[config.mk]
export PLATFORM = sky130hd
export DESIGN_NAME = sns_multiplier
export DESIGN_NICKNAME = d
export VERILOG_FILES = /design/src/rtl/sns_pkg.sv /design/src/rtl/sns_multiplier.sv
export SDC_FILE = /design/constraint.sdc
export NUM_CORES = 1
export LEC_CHECK = 0
export ABC_AREA = 1
export CORE_MARGIN = 1.5
export CORE_UTILIZATION = 53
export DETAILED_ROUTE_END_ITERATION = 10
export PLACE_DENSITY = 0.85
export SLEW_MARGIN = 30
export SYNTH_ARGS = -nofsm -noshare
export SYNTH_HDL_FRONTEND = slang
export SYNTH_SLANG_ARGS = --single-unit
[constraint.sdc]
create_clock -name clk -period 2.9 [get_ports clk]
set_clock_uncertainty 0.2 [all_clocks]
set_input_delay 0.29 -clock clk [delete_from_list [all_inputs] [get_ports clk]]
set_output_delay 0.29 -clock clk [all_outputs]
set_load 0.01 [all_outputs]
[src/rtl/sns_pkg.sv]
// ============================================================================
// sns_pkg : shared widths, Q-format constants and FSM encoding for the
//           sns multiplier / divider pair.
// Revision: 1.0
// ============================================================================
`default_nettype none

package sns_pkg;

   localparam int INT_W  = 7;
   localparam int FRAC_W = 8;
   localparam int PROD_W = 15;
   localparam int CNT_W  = 3;

   // Q0.8 weight: value = frac_val / 2**Q_FRAC_BITS; product is Q7.8
   localparam int Q_FRAC_BITS = FRAC_W;
   localparam int Q_INT_BITS  = INT_W;

   typedef logic [1:0] state_t;
   localparam state_t ST_IDLE = 2'd0;
   localparam state_t ST_MUL  = 2'd1;
   localparam state_t ST_DONE = 2'd2;

endpackage

`default_nettype wire

[src/rtl/sns_multiplier.sv]
// ============================================================================
// sns_multiplier : sequential shift-and-add multiply of a 7-bit integer by a
//                  Q0.8 fraction, giving Q7.8 product, floor and round.
// Revision: 1.0
// ============================================================================
`default_nettype none

module sns_multiplier
   import sns_pkg::*;
(
   input  logic              clk,
   input  logic              rst,
   input  logic              in_valid,
   output logic              in_ready,
   input  logic [INT_W-1:0]  int_val,
   input  logic [FRAC_W-1:0] frac_val,
   output logic              out_valid,
   input  logic              out_ready,
   output logic [PROD_W-1:0] prod,
   output logic [INT_W-1:0]  int_floor,
   output logic [INT_W-1:0]  int_round
);

   state_t              r_state;
   state_t              w_next;
   logic [INT_W-1:0]    r_mcand;
   logic [FRAC_W-1:0]   r_mplier;
   logic [PROD_W-1:0]   r_acc;
   logic [CNT_W-1:0]    r_cnt;
   logic [PROD_W-1:0]   w_addend;

   always_ff @(posedge clk) begin
      if (rst) begin
         r_state <= ST_IDLE;
      end else begin
         r_state <= w_next;
      end
   end

   always_comb begin
      w_next = r_state;
      case (r_state)
         ST_IDLE: if (in_valid)            w_next = ST_MUL;
         ST_MUL:  if (r_cnt == 3'd7)       w_next = ST_DONE;
         ST_DONE: if (out_ready)           w_next = ST_IDLE;
         default:                          w_next = ST_IDLE;
      endcase
   end

   always_comb begin
      in_ready  = (r_state == ST_IDLE);
      out_valid = (r_state == ST_DONE);
   end

   // Partial product for the current multiplier bit weight 2**cnt
   assign w_addend = {{(PROD_W-INT_W){1'b0}}, r_mcand} << r_cnt;

   always_ff @(posedge clk) begin
      if (rst) begin
         r_mcand  <= '0;
         r_mplier <= '0;
         r_acc    <= '0;
         r_cnt    <= '0;
      end else begin
         case (r_state)
            ST_IDLE: begin
               if (in_valid) begin
                  r_mcand  <= int_val;
                  r_mplier <= frac_val;
                  r_acc    <= '0;
                  r_cnt    <= '0;
               end
            end
            ST_MUL: begin
               if (r_mplier[0]) begin
                  r_acc <= r_acc + w_addend;
               end
               r_mplier <= r_mplier >> 1;
               r_cnt    <= r_cnt + 3'd1;
            end
            default: begin
            end
         endcase
      end
   end

   // Max product 32385 keeps floor <= 126, so the rounding add cannot wrap
   assign prod      = r_acc;
   assign int_floor = r_acc[PROD_W-1:FRAC_W];
   assign int_round = r_acc[PROD_W-1:FRAC_W] + {{(INT_W-1){1'b0}}, r_acc[FRAC_W-1]};

endmodule

`default_nettype wire
### Word level (Yosys, flattened, before mapping)

Index checks and enable logic that the tools add are counted.

| storage, ports and cells | value |
|---|---|
| register bits after elaboration | 35 |
| latch bits | 0 |
| input port bits | 19 |
| bits in writable memories | 0 |
| memories kept | 0 |
| bits in read-only memories | 0 |
| logic and storage cells | 33 |
| output and inout bits | 31 |

| cells by class | value |
|---|---|
| muxes and demuxes | 11 |
| divide/modulo/power cells | 0 |
| add/subtract/negate cells | 3 |
| bitwise logic cells | 0 |
| shift operators | 1 |
| magnitude comparators | 0 |
| equality and inequality tests | 7 |
| multipliers | 0 |
| reduce and logical (&&, ||, !) cells | 6 |

Operators by type and width:

| operator | count |
|---|---|
| two-way mux 15 bit | 2 |
| case mux 15 bit (2 select lines) | 1 |
| case mux 8 bit (2 select lines) | 1 |
| adder 15 bit | 1 |
| left shift 7 x 3 -> 15 bit | 1 |
| two-way mux 8 bit | 1 |
| adder 7 x 1 -> 7 bit | 1 |
| two-way mux 2 bit | 3 |
| inequality test 2 bit (second input constant) | 3 |
| case mux 2 bit (3 select lines) | 1 |
| case mux 3 bit (2 select lines) | 1 |
| AND reduction 3 bit | 2 |
| AND reduction 2 bit | 2 |
| adder 3 x 1 -> 3 bit (second input constant) | 1 |
| == test 3 bit (second input constant) | 1 |
| two-way mux 3 bit | 1 |
| == test 2 x 1 -> 1 bit (second input constant) | 1 |
| == test 2 bit (second input constant) | 1 |
| logical NOT 2 bit | 1 |
| inequality test 2 x 1 -> 1 bit (second input constant) | 1 |
| nonzero test 2 bit | 1 |

### Longest topological paths before layout

Gate-level depths: netlist (run 1).

| depth | value |
|---|---|
| depth after elaboration | 4 |
| depth in mapped cells | 18 |
| depth with buffers taken out | 18 |

### Least setup slack after synthesis (run 1)

OpenSTA, ideal clock, no wires.

| path | value |
|---|---|
| path kind | reg-to-reg |
| start | register r_cnt[0] |
| end | register r_acc[8], in the netlist prod[8] |
| data required time | 2.565 ns |
| arrival time | 2.064 ns |
| setup time | 0.135 ns |
| clock period less this slack | 2.399 ns |
| slack | 0.501 ns |
| cell stages (with the launch flop) | 13 |
| path buffers | 1 |
| cell sequence | dfxtp_1 -> buf_2 -> mux2i_1 -> nor2_1 -> a31oi_1 -> mux2i_1 -> ha_1 -> nand2_1 -> nor2_1 -> a21oi_1 -> or2_2 -> nand3_1 -> a21oi_1 |

| on the way | value |
|---|---|
| cells in the longest elaborated chain, start to end | 4 |

Ends and longest elaborated chain:

| element | line | source |
|---|---|---|
| from (decl) | sns_multiplier.sv:29 | `logic [CNT_W-1:0] r_cnt;` |
| from (signal assigned) | sns_multiplier.sv:79 | `r_cnt <= r_cnt + 3'd1;` |
| left shift 7 x 3 -> 15 bit | sns_multiplier.sv:56 | `assign w_addend = {{(PROD_W-INT_W){1'b0}}, r_mcand} << r_cnt;` |
| adder 15 bit | sns_multiplier.sv:76 | `r_acc <= r_acc + w_addend;` |
| two-way mux 15 bit | sns_multiplier.sv:75 | `if (r_mplier[0]) begin` |
| case mux 15 bit (2 select lines) | sns_multiplier.sv:65 | `case (r_state)` |
| to (signal assigned) | sns_multiplier.sv:76 |  |
| to (decl) | sns_multiplier.sv:28 | `logic [PROD_W-1:0] r_acc;` |

No other way between the ends. The select of a mux whose other input is x is not followed.
A chain may end at the register's enable or synchronous reset.

### Worst setup path after layout (run 1)

| path | value |
|---|---|
| start | register r_acc[7], in the netlist prod[7] |
| end | output int_round[6] |

| on the way | value |
|---|---|
| cells in the longest elaborated chain, start to end | 1 |

Ends and longest elaborated chain:

| element | line | source |
|---|---|---|
| adder 7 x 1 -> 7 bit | sns_multiplier.sv:90 | `assign int_round = r_acc[PROD_W-1:FRAC_W] + {{(INT_W-1){1'b0}}, r_acc[FRAC_W-1]};` |
| to (decl) | sns_multiplier.sv:21 | `output logic [INT_W-1:0] int_round` |

No other way between the ends.

==> impl_metrics.env, run 1 <==
export IMPL_status="finished, final reports clean"
export IMPL_syn_nets=436
export IMPL_cts_hold_fix_buffers=0
export IMPL_mostFrequentLayoutCells="nand2_1 (102), clkdlybuf4s50_1 (49), inv_1 (46)"
export IMPL_place_inst=501
export IMPL_worstPathArrival_ns=2.18
export IMPL_final_cells=509
export IMPL_synth_area_leaders="dfxtp_1 (26%), nand2_1 (14%), ha_1 (8.4%)"
export IMPL_synth_ff_type="dfxtp_1"
export IMPL_multi_input_area_mm2=0.00165
export IMPL_core_mm2=0.00482
export IMPL_fin_crit_ns=2.67
export IMPL_post_synth_top_area_fraction_pct=26.0
export IMPL_num_fill_cells=460
export IMPL_ys_ff_latch=35
export IMPL_tritoncts="done"
export IMPL_port_buffers=49
export IMPL_drv_cap=0
export IMPL_cts_sinks=35
export IMPL_setup_tns_ns=0
export IMPL_critPathMaxFanout=4
export IMPL_nNetsFinal=479
export IMPL_die_width_um=74.3
export IMPL_cts_buffers_inserted=5
export IMPL_die_y_um=74.3
export IMPL_total_power_mw=1.12
export IMPL_dieArea_mm2=0.00552
export IMPL_diodes=0
export IMPL_postRouteAntennaNets=0
export IMPL_gp_congestion=0.926
export IMPL_first_iter_violations=130
export IMPL_drc=0
export IMPL_grtUsageTotal_pct=24.0
export IMPL_ir_drop_mv=0.310
export IMPL_worstSetupPathType="flop to output pin"
export IMPL_synth_area_mm2=0.00269
export IMPL_vias=2656
export IMPL_grt_start_max_net_pins=19
export IMPL_cts_buffer_depth=2
export IMPL_synth_async_reset_ratio_pct=0
export IMPL_root_buffer="clkbuf_8"
export IMPL_yosys_warnings=0
export IMPL_routedWlPerCell_um=12.3
export IMPL_power_density_mw_per_mm2=345
export IMPL_pin_count=50
export IMPL_p_leak_nw=1.46
export IMPL_max_slew_margin_pct=58.1
export IMPL_setup_ws_ns=0.231
export IMPL_worstSetupStartpointType="flop"
export IMPL_start_util_pct=55.9
export IMPL_synth_edf_count=0
export IMPL_htree_levels=2
export IMPL_num_rows=25
export IMPL_critPathCaptureType="output pin"
export IMPL_firstDrtPassIters=4
export IMPL_dp_hpwl_um=4880
export IMPL_hold_viol_final=0
export IMPL_clk_latency_ns=0.29
export IMPL_register_area_um2=702
export IMPL_finalCritPeriodShare_pct=92.0
export IMPL_grt_remaining_overflow=0
export IMPL_grt_pass1_vias=2314
export IMPL_synth_top_area_cell="dfxtp_1"
export IMPL_drive_gt1_share_pct=8.60
export IMPL_worstMarginPinSlew_ns=0.626
export IMPL_path_clk_slew_ns=0.07
export IMPL_slew_violations=0
export IMPL_fmax_mhz=375
export IMPL_setup_violations=0
export IMPL_antenna_found_initial=0
export IMPL_grt_setup_unrepaired="no"
export IMPL_grt_pass1_wl_um=10100
export IMPL_yosysSeqAreaShare_pct=26.0
export IMPL_avgSynthCellArea_um2=6.77
export IMPL_holdCritPathClass="flop to flop"
export IMPL_required_ns=2.41
export IMPL_syn2layout_area_growth_pct=20.5
export IMPL_syn_inst=398
export IMPL_vias_per_cell=5.22
export IMPL_pre_cts_slack_ns=0.119
export IMPL_ys_types=36
export IMPL_routed_wirelength_um=6250
export IMPL_mostFrequentLayoutCell="nand2_1"
-- worst max-delay path: stages (launching register included) --
cell	delay [ns]
dfxtp_1	0.42
ha_1	0.22
ha_1	0.19
nand3_1	0.12
nand3b_1	0.21
xnor2_1	0.17
clkdlybuf4s50_1	0.55
-- power by group --
part | switching, mW | internal [mW] | leakage [nW]
combinational | 0.148 | 0.0953 | 1.13
clock | 0.184 | 0.168 | 0.0412
sequential | 0.0183 | 0.506 | 0.287
total | 0.351 | 0.770 | 1.46
-- through the flow --
| step | cell area (um^2) | hold WS [ns] | utilization (%) |
|---|---|---|---|
| 6_report | 3250 | 0.265 | 67.4 |
| 3_5_place_dp | 3160 | 0.255 | 65.6 |
| 4_1_cts | 3240 | 0.266 | 67.4 |
| 2_1_floorplan | 2690 | 0.230 | - |
| 3_3_place_gp | 3160 | 0.241 | 65.6 |
| 5_1_grt | 3250 | 0.284 | 67.4 |
-- cell families after synthesis --
kind of cell / synth area share [%]
AO/OA/AOI/OAI: 16.9
XOR/XNOR: 1.63
adder cells (fa/ha/maj): 9.10
buffers and inverters: 12.6
flip-flops: 26.0
multiplexers: 1.11
AND/OR/NAND/NOR: 32.7
-- layer usage --
metal | up-vias | track usage, % | share of wire, % | wire (um)
li1 | 1375 | - | - | -
met3 | 21 | 5.15 | 4.9 | 304
met5 | - | 0 | 0 | 0
met1 | 1184 | 29.2 | 43 | 2700
met4 | 0 | 9.70 | 2.9 | 182
met2 | 76 | 41.1 | 49 | 3070
-- state kept, by name (all words and copies together) (netlist names) --
register  flops
r_state       2
r_mcand       7
prod         15
r_mplier      8
r_cnt         3
-- cell usage after synthesis (all sizes together) (3+ instances only) --
cell type  number
nor3            3
inv            50
nor2           46
ha             18
xnor2           3
mux2i           3
nand2         108
buf            15
a21oi          30
o21ai          25
dfxtp          35
nand3          28
nand4           6
a211oi         14
-- area by class of cell --
type                            count  area share, %
Inverter                           51           6.21
Clock buffer                        6           2.24
Sequential cell                    35           21.6
Timing Repair Buffer               53           16.0
Clock inverter                      2          0.386
Multi-Input combinational cell    295           50.9
Tap cell                           67           2.58
-- path summary, 6_finish.rpt --
| check | slack [ns] | startpoint | end | cells past startpoint |
|---|---|---|---|---|
| min | 0.27 | r_mplier[7] | r_mplier[7] | 2 |
| max reg2reg | 0.25 | r_cnt[0] | prod[14] | 13 |
| min reg2reg | 0.27 | r_mplier[7] | r_mplier[7] | 2 |
| max | 0.23 | prod[7] | int_round[6] | 6 |
-- repair_timing --
action	4_1_cts	5_1_grt
setup buffers	0	0
setup endpoints to repair	0	11
gates resized for setup	0	3
Note: power is estimated with default switching activity, not from simulation.
==> run 2, diff against run 1 <==
CELL_PAD_IN_SITES_DETAIL_PLACEMENT = 1   (was not set)
CELL_PAD_IN_SITES_GLOBAL_PLACEMENT = 2   (was not set)
CORE_UTILIZATION = 29   (was 53)
HOLD_SLACK_MARGIN = 0.03   (was not set)
==> impl_metrics.env, run 2 (synthesis results as in run 1) <==
export IMPL_reg2reg_from="r_cnt[1]"
export IMPL_setup_violations=0
export IMPL_critPathCaptureType="output pin"
export IMPL_htree_levels=2
export IMPL_cts_buffer_depth=2
export IMPL_die_y_um=99.4
export IMPL_drc=0
export IMPL_max_slew_margin_pct=66.2
export IMPL_start_util_pct=30.4
export IMPL_num_fill_cells=1128
export IMPL_routed_wirelength_um=7600
export IMPL_cts_hold_fix_buffers=0
export IMPL_worstSetupPathType="flop to output pin"
export IMPL_crit_family="buffers and inverters"
export IMPL_drv_cap=0
export IMPL_dp_hpwl_um=6040
export IMPL_worstSetupStartpointType="flop"
export IMPL_postRouteAntennaNets=0
export IMPL_p_int_mw=0.773
export IMPL_worstMarginPinSlew_ns=0.506
export IMPL_largest_reg_flops=15
export IMPL_path_clk_slew_ns=0.08
export IMPL_cts_sinks=35
export IMPL_ir_drop_mv=0.151
export IMPL_root_buffer="clkbuf_8"
export IMPL_multi_input_area_mm2=0.00167
export IMPL_crit_buf_inv=1
export IMPL_tritoncts="done"
export IMPL_diodes=0
export IMPL_hold_viol_final=0
export IMPL_p_leak_nw=1.47
export IMPL_vias=2692
export IMPL_timing_hold_ws_ns=0.261
export IMPL_grt_pass1_wl_um=13100
export IMPL_routedWlPerCell_um=13.8
export IMPL_max_stage_delay_ns=0.55
export IMPL_grtUsageTotal_pct=16.5
export IMPL_firstDrtPassIters=4
export IMPL_crit_chain="ha_1 -> ha_1 -> nand3_1 -> nand3b_1 -> xnor2_1 -> clkdlybuf4s50_1"
export IMPL_die_width_um=99.4
export IMPL_required_ns=2.41
export IMPL_seqPwrFrac_pct=45.8
export IMPL_power_density_mw_per_mm2=344
export IMPL_grt_start_max_net_pins=19
export IMPL_startpoint="prod[8]"
export IMPL_crit_path_frequent_cell="ha_1"
export IMPL_pwr_share_clk_pct=31.8
export IMPL_crit_path_end="int_round[6]"
export IMPL_mostFrequentLayoutCells="nand2_1 (102), clkdlybuf4s50_1 (49), inv_1 (46)"
export IMPL_dieArea_mm2=0.00988
export IMPL_syn2layout_area_growth_pct=23.5
export IMPL_rr_worst_depth=13
export IMPL_p_sw_share_pct=32.5
export IMPL_status="finished, final reports clean"
export IMPL_mostFrequentLayoutCell="nand2_1"
export IMPL_critPathMaxFanout=5
export IMPL_pin_count=50
export IMPL_cp_slowest_cell="clkdlybuf4s50_1"
export IMPL_clk_latency_ns=0.30
export IMPL_cts_buffers_inserted=5
export IMPL_gp_congestion=0.846
export IMPL_p_sw_mw=0.371
export IMPL_worstPathArrival_ns=2.18
export IMPL_first_iter_violations=51
export IMPL_vias_per_cell=4.88
export IMPL_holdCritPathClass="flop to flop"
export IMPL_core_mm2=0.00885
export IMPL_grt_pass1_vias=2818
export IMPL_antenna_found_initial=0
export IMPL_nNetsFinal=481
export IMPL_reg2reg_to="prod[14]"
export IMPL_fin_crit_ns=2.67
export IMPL_port_buffers=49
export IMPL_power_frac_comb_pct=22.3
export IMPL_grt_remaining_overflow=0
export IMPL_path_depth=6
export IMPL_finalCritPeriodShare_pct=92.0
export IMPL_rrSetupSlack_ns=0.28
export IMPL_num_rows=34
export IMPL_grt_setup_unrepaired="no"
export IMPL_slew_violations=0
export IMPL_fmax_mhz=375
export IMPL_place_area_mm2=0.00322
export IMPL_register_area_um2=706
export IMPL_drive_gt1_share_pct=10.1
export IMPL_stdcell_area_mm2=0.00333
[run 2: cell count changes in the layout (fill, tap and decap cells not counted), sizes merged]
cell,delta
buf,+2
[run 2: power groups by stage]
stage | clock, mW | combinational [mW] | sequential, mW
global route | 0.400 | 0.291 | 0.529
global placement | 0 | 0.249 | 0.536
CTS | 0.380 | 0.255 | 0.526
floorplan | 0 | 0.186 | 0.531
finish | 0.364 | 0.256 | 0.525
detailed placement | 0 | 0.254 | 0.537
[run 2: per-layer routing]
metal | GRT usage [%] | wire [um] | vias up | share of wire [%]
met5 | 0 | 0 | - | 0
met4 | 4.55 | 98 | 0 | 1.3
met3 | 2.88 | 219 | 7 | 2.9
met2 | 28.8 | 3650 | 46 | 48
met1 | 20.8 | 3640 | 1257 | 48
li1 | - | - | 1382 | -
[run 2: area by class of cell]
type                            count  area share, %
Clock inverter                      2          0.376
Tap cell                          108           4.06
Inverter                           51           6.05
Timing Repair Buffer               55           16.0
Clock buffer                        6           2.18
Multi-Input combinational cell    295           50.1
Sequential cell                    35           21.2
[run 2: worst min-delay path by stage]
| stage | end | slack [ns] | from | depth (start not counted) |
|---|---|---|---|---|
| after floorplan | r_mplier[6] | 0.23 | r_mplier[6] | 2 |
| after global placement | r_mplier[6] | 0.24 | r_mplier[6] | 2 |
| after detailed placement | r_mplier[6] | 0.25 | r_mplier[6] | 2 |
| after CTS | r_mplier[6] | 0.26 | r_mplier[6] | 2 |
| after global routing | r_mplier[7] | 0.29 | r_mplier[7] | 2 |
| final | r_mplier[6] | 0.26 | r_mplier[6] | 2 |
[run 2: metrics by stage]
| stage | setup WS [ns] | utilization, % | TNS, ns | std cells | power (mW) |
|---|---|---|---|---|---|
| 2_1_floorplan | 0.501 | - | 0 | 398 | 0.717 |
| 3_3_place_gp | 0.0242 | 36.4 | 0 | 543 | 0.784 |
| 3_5_place_dp | -0.101 | 36.4 | -0.218 | 543 | 0.791 |
| 4_1_cts | 0.0526 | 37.3 | 0 | 551 | 1.16 |
| 5_1_grt | 0.00808 | 37.6 | 0 | 552 | 1.22 |
| 6_report | 0.233 | 37.6 | 0 | 552 | 1.14 |
[run 2: worst register-to-register path, delay by kind of cell (launching register included)]
kind	cells	cell delay (ns)
compound gates	3	0.62
fa+ha+maj	1	0.34
buf+inv	2	0.28
flops	1	0.34
simple gates	7	0.73
[run 2: what timing repair did]
item                                   CTS  global route
gates resized for setup                  1             9
setup buffers                            0             1
setup endpoints to repair                7            10
endpoints found under the hold margin    0             0
pin swaps                                0             1
==> run 3, diff against run 2 <==
ABC_AREA = not set   (was 1)
CAP_MARGIN = 0   (was not set)
CORE_UTILIZATION = 32   (was 29)
PLACE_DENSITY = 0.9   (was 0.85)
clock period = 3.1 ns   (was 2.9 ns; I/O delays follow)
==> impl_metrics.env, run 3 <==
export IMPL_synth_ff_type="dfxtp_1"
export IMPL_max_slew_margin_pct=54.8
export IMPL_die_y_um=89.9
export IMPL_rr_worst_depth=8
export IMPL_synthAdderAreaFrac_pct=10.2
export IMPL_cts_setup_buffers=0
export IMPL_synth_top_area_cell="dfxtp_1"
export IMPL_drc=0
export IMPL_top_layer="met4"
export IMPL_worstSetupPathType="flop to flop"
export IMPL_postRouteAntennaNets=0
export IMPL_wl_met1_um=3330
export IMPL_setup_violations=0
export IMPL_first_iter_violations=100
export IMPL_syn2layout_area_growth_pct=29.1
export IMPL_pin_count=50
export IMPL_p_int_mw=0.863
export IMPL_power_frac_comb_pct=13.7
export IMPL_routedWlPerCell_um=14.9
export IMPL_dp_hpwl_um=5220
export IMPL_fmax_mhz=346
export IMPL_antenna_found_initial=0
export IMPL_yosysSeqAreaShare_pct=29.0
export IMPL_total_power_mw=1.14
export IMPL_die_width_um=89.9
export IMPL_firstDrtPassIters=4
export IMPL_pwr_share_clk_pct=43.6
export IMPL_num_rows=31
export IMPL_timing_hold_ws_ns=0.274
export IMPL_mostFrequentLayoutCells="nand2_1 (51), clkdlybuf4s50_1 (49), dfxtp_1 (33)"
export IMPL_slew_violations=0
export IMPL_synth_top_family_by_area="simple AND/OR/NAND/NOR gates"
export IMPL_synth_area_leaders="dfxtp_1 (29%), ha_1 (9.3%), nand2_1 (7.9%)"
export IMPL_synth_area_mm2=0.00241
export IMPL_cts_resized=0
export IMPL_synthSimpleGateAreaFrac_pct=24.6
export IMPL_num_fill_cells=929
export IMPL_synth_edf_count=0
export IMPL_post_synth_top_area_fraction_pct=29.0
export IMPL_drive_gt1_share_pct=7.95
export IMPL_synthMuxAreaShare_pct=4.35
export IMPL_worstMarginPinSlew_ns=0.675
export IMPL_start_util_pct=33.1
export IMPL_ir_drop_mv=0.175
export IMPL_yosysMostFrequentCell="nand2_1"
export IMPL_yosys_warnings=0
export IMPL_cts_sinks=35
export IMPL_worstPathArrival_ns=2.88
export IMPL_required_ns=3.09
export IMPL_grt_start_max_net_pins=24
export IMPL_grt_remaining_overflow=0
export IMPL_status="finished, final reports clean"
export IMPL_seqPwrFrac_pct=42.6
export IMPL_root_buffer="clkbuf_8"
export IMPL_avgSynthCellArea_um2=7.84
export IMPL_htree_levels=2
export IMPL_holdCritPathClass="flop to flop"
export IMPL_syn_inst=308
export IMPL_syn_nets=346
export IMPL_grt_pass1_wl_um=11100
export IMPL_p_sw_mw=0.279
export IMPL_synth_top_cells_by_count="nand2_1 (51), dfxtp_1 (35), nor2_1 (27), a21oi_1 (23), ha_1 (18)"
export IMPL_cts_buffers_inserted=5
export IMPL_core_mm2=0.00729
export IMPL_grt_setup_unrepaired="no"
export IMPL_dieArea_mm2=0.00808
export IMPL_cts_buffer_depth=2
export IMPL_mostFrequentLayoutCell="nand2_1"
export IMPL_port_buffers=49
export IMPL_clk_latency_ns=0.29
export IMPL_drv_cap=0
export IMPL_path_clk_slew_ns=0.08
export IMPL_setup_tns_ns=0
export IMPL_critPathMaxFanout=9
export IMPL_cts_hold_fix_buffers=0
export IMPL_wl_met3_um=239
export IMPL_dr_wl_met2_um=3060
export IMPL_min_delay_path_depth=2
export IMPL_gp_congestion=0.778
export IMPL_finalCritPeriodShare_pct=93.1
export IMPL_routed_wirelength_um=6730
export IMPL_diodes=0
export IMPL_worstSetupStartpointType="flop"
export IMPL_ys_types=53
export IMPL_tritoncts="done"
export IMPL_ys_ff_latch=35
export IMPL_nNetsFinal=389
export IMPL_vias_per_cell=5.24
export IMPL_synth_xor_area_share_pct=3.26
export IMPL_vias=2365
export IMPL_fin_crit_ns=2.89
export IMPL_p_sw_share_pct=24.4
export IMPL_synth_compound_area_share_pct=23.6
export IMPL_power_density_mw_per_mm2=366
export IMPL_critPathCaptureType="flop"
export IMPL_p_leak_nw=1.18
export IMPL_synth_async_reset_ratio_pct=0
export IMPL_grtUsageTotal_pct=16.9
export IMPL_largest_reg_flops=15
export IMPL_grt_pass1_vias=2291
export IMPL_hold_viol_final=0
==> run 3: cell count changes in the layout (fill, tap and decap cells not counted), moves of 6 or more <==
cell      before  now
a211oi_2       6    0
a311oi_1       0    8
inv_1         46    4
nand2_1      102   51
nand3_1       27   15
nor2_1        41   27
o21ai_0       21   13
==> run 3: per-stage QoR <==
| step | cells | util (%) | cell area, um^2 | setup slack [ns] |
|---|---|---|---|---|
| global route | 451 | 42.8 | 3120 | 0.0159 |
| detailed placement | 443 | 40.8 | 2980 | 0.0533 |
| finish | 451 | 42.8 | 3120 | 0.213 |
| floorplan | 308 | - | 2410 | 0.322 |
| global placement | 443 | 40.8 | 2980 | 0.119 |
| CTS | 451 | 42.6 | 3110 | 0.0246 |
==> run 3: final cells by class <==
type,instances,area (um^2),share of cell area [%]
clock inverter,2,60.1,1.93
inverter,4,15.0,0.482
sequential,35,706,22.6
timing repair buffer,56,543,17.4
clock buffer,6,72.6,2.33
multi-input combinational,249,1600,51.2
tap,99,124,3.97
==> run 3: kinds of logic (layout without fill, tap and decap cells) <==
logic type | count (synthesis) | count (layout)
flip-flops | 35 | 35
adder cells (fa/ha/maj) | 19 | 19
AND/OR/NAND/NOR | 126 | 126
XOR/XNOR | 9 | 9
multiplexers | 10 | 10
buffers and inverters | 24 | 68
AO/OA/AOI/OAI | 85 | 85
==> run 3: power by group through the flow <==
| stage | Clock [mW] | Sequential, mW | Combinational, mW |
|---|---|---|---|
| 2_1_floorplan | 0 | 0.489 | 0.105 |
| 3_3_place_gp | 0 | 0.497 | 0.154 |
| 3_5_place_dp | 0 | 0.498 | 0.157 |
| 4_1_cts | 0.509 | 0.487 | 0.159 |
| 5_1_grt | 0.523 | 0.490 | 0.177 |
| 6_report | 0.498 | 0.487 | 0.157 |
==> run 3: final timing paths <==
check	to	slack, ns	start
max	prod[8]	0.21	r_cnt[0]
min	r_mplier[7]	0.27	r_mplier[7]
max reg2reg	prod[8]	0.21	r_cnt[0]
min reg2reg	r_mplier[7]	0.27	r_mplier[7]
==> run 3: critical path, cell delays in order (launching register included) <==
cell	delay (ns)
dfxtp_1	0.49
mux2_2	0.40
o22ai_1	0.23
ha_1	0.35
a21o_1	0.22
a21oi_2	0.22
a21oi_1	0.12
or3_1	0.32
a32o_1	0.24
==> run 3: layer usage <==
layer	up-vias	GRT usage, %
li1	1193	-
met1	1113	22.5
met2	51	27.7
met3	8	3.05
met4	0	5.42
met5	-	0
==> edit: new RTL, config.mk and constraints of run 2 <==
Reset style: asynchronous (`rst`), changed in 2 clocked blocks.
--- a/src/rtl/sns_multiplier.sv
+++ b/src/rtl/sns_multiplier.sv
@@ -29,7 +29,7 @@
    logic [CNT_W-1:0]    r_cnt;
    logic [PROD_W-1:0]   w_addend;
 
-   always_ff @(posedge clk) begin
+   always_ff @(posedge clk or posedge rst) begin
       if (rst) begin
          r_state <= ST_IDLE;
       end else begin
@@ -55,7 +55,7 @@
    // Partial product for the current multiplier bit weight 2**cnt
    assign w_addend = {{(PROD_W-INT_W){1'b0}}, r_mcand} << r_cnt;
 
-   always_ff @(posedge clk) begin
+   always_ff @(posedge clk or posedge rst) begin
       if (rst) begin
          r_mcand  <= '0;
          r_mplier <= '0;
Behaviour: differs if rst is asserted again (counterexample within 4 cycles, from zero or initial values and one cycle with rst high); with rst held inactive, the same outputs for 4 cycles.
==> edit against run 2 <==
Die area decreased by 3.9%. Final area decreased by 2.7%. Wire length decreased by 6.6%. Synthesized cell count decreased by 7.5%. Synthesized area decreased by 4.0%. Sequential cell count unchanged. Setup slack got worse by 0.044 ns. Critical path type unchanged. Highest routed layer unchanged.
Power is left out: it rests on default switching activity, and per cell area and clock period it moved more than threefold.
==> edit: results <==
[logic_synthesis]
synthXorXnorAreaFrac_pct = 1.693
yosysWarnings = 0
yosysUniqueCellTypes = 36
synth_mux_area_share_pct = 0.7741
synthAdderAreaFrac_pct = 9.482
synth_common_cells = 136 x nand2_1, 35 x dfrtp_1, 35 x inv_1
syn_nets = 406
synth_area_leaders = dfrtp_1 34%, nand2_1 20%, ha_1 8.7%
async_flop_share_pct = 100.0
syn_inst = 368
ys_seq_area_share_pct = 33.87
synth-compound-area-share_pct = 10.98

[layout]
inv_count = 40
nets = 450
regArea_um2 = 877.1
seq_area_share_pct = 27.11
buffer_area_share_pct = 15.85
drive_gt1_share_pct = 6.295
n_fill_cell = 1099
multi_input_area_um2 = 1459
multi_input_cells = 278
n_all_buffers = 52
seq_cell_count = 35
clock_area_share_pct = 3.055

[sta]
whs_ns = 0.2040
fin_ws_ns = 0.1889

[grt]
grt_max_degree = 36
track_usage_pct = 16.06
grt_first_pass_wirelength_mm = 12.28
grt_pass1_vias = 2630

[place]
post-place-ws_ns = 0.05894
placed_area_um2 = 3133
gp_congestion = 0.8272
hpwl_mm = 5.560
dp_cells = 513

[min_path]
min_path_type = input pin to asynchronous set/reset pin

[setup_path]
reg2reg_to = prod[14]$_DFFE_PP0P_
r2r_setup_slack_ns = 0.32
critPathArrivalTime_ns = 2.22
cp-startpoint = prod[8]$_DFFE_PP0P_
rr_startpoint = r_cnt[0]$_DFFE_PP0P_

[detailed_routing]
finalWirelength_mm = 7.094
drtIter0Drc = 43
vias = 2498
avgViaCountPerCell = 4.795

[cts]
cts_root_buf = clkbuf_8
clkLatencyLatePin_ns = 0.31
cts_resized = 0

[run_status]
status = finished, final reports clean
[edit: cell types whose count changed after synthesis, sizes merged, moves of 6 or more]
| cell | change |
|---|---|
| a211oi | -14 |
| a21oi | -20 |
| a22oi | +6 |
| dfrtp | +35 |
| dfxtp | -35 |
| inv | -10 |
| nand2 | +31 |
| nand3 | -6 |
| nor2 | -21 |
[edit: worst reg2reg max path: stages, from the launching register on]
cell	delay (ns)
dfrtp_2	0.49
o21ai_0	0.25
inv_1	0.08
nand2_1	0.06
o21ai_0	0.10
nor2_1	0.16
ha_1	0.29
or2_0	0.24
nand3b_1	0.10
nand2_1	0.14
nand2_1	0.09
nand2_1	0.08
a21oi_1	0.13
nor2_1	0.06
[edit: per-layer routing]
metal  vias up  share of wire (%)  global-route usage [%]  routed length, um
li1       1266                  -                       -                  -
met1      1185                 46                   19.17               3250
met2        37                 49                   28.69               3459
met3        10                3.8                   4.029                268
met4         0                1.6                   4.066                115
met5         -                  0                       0                  0
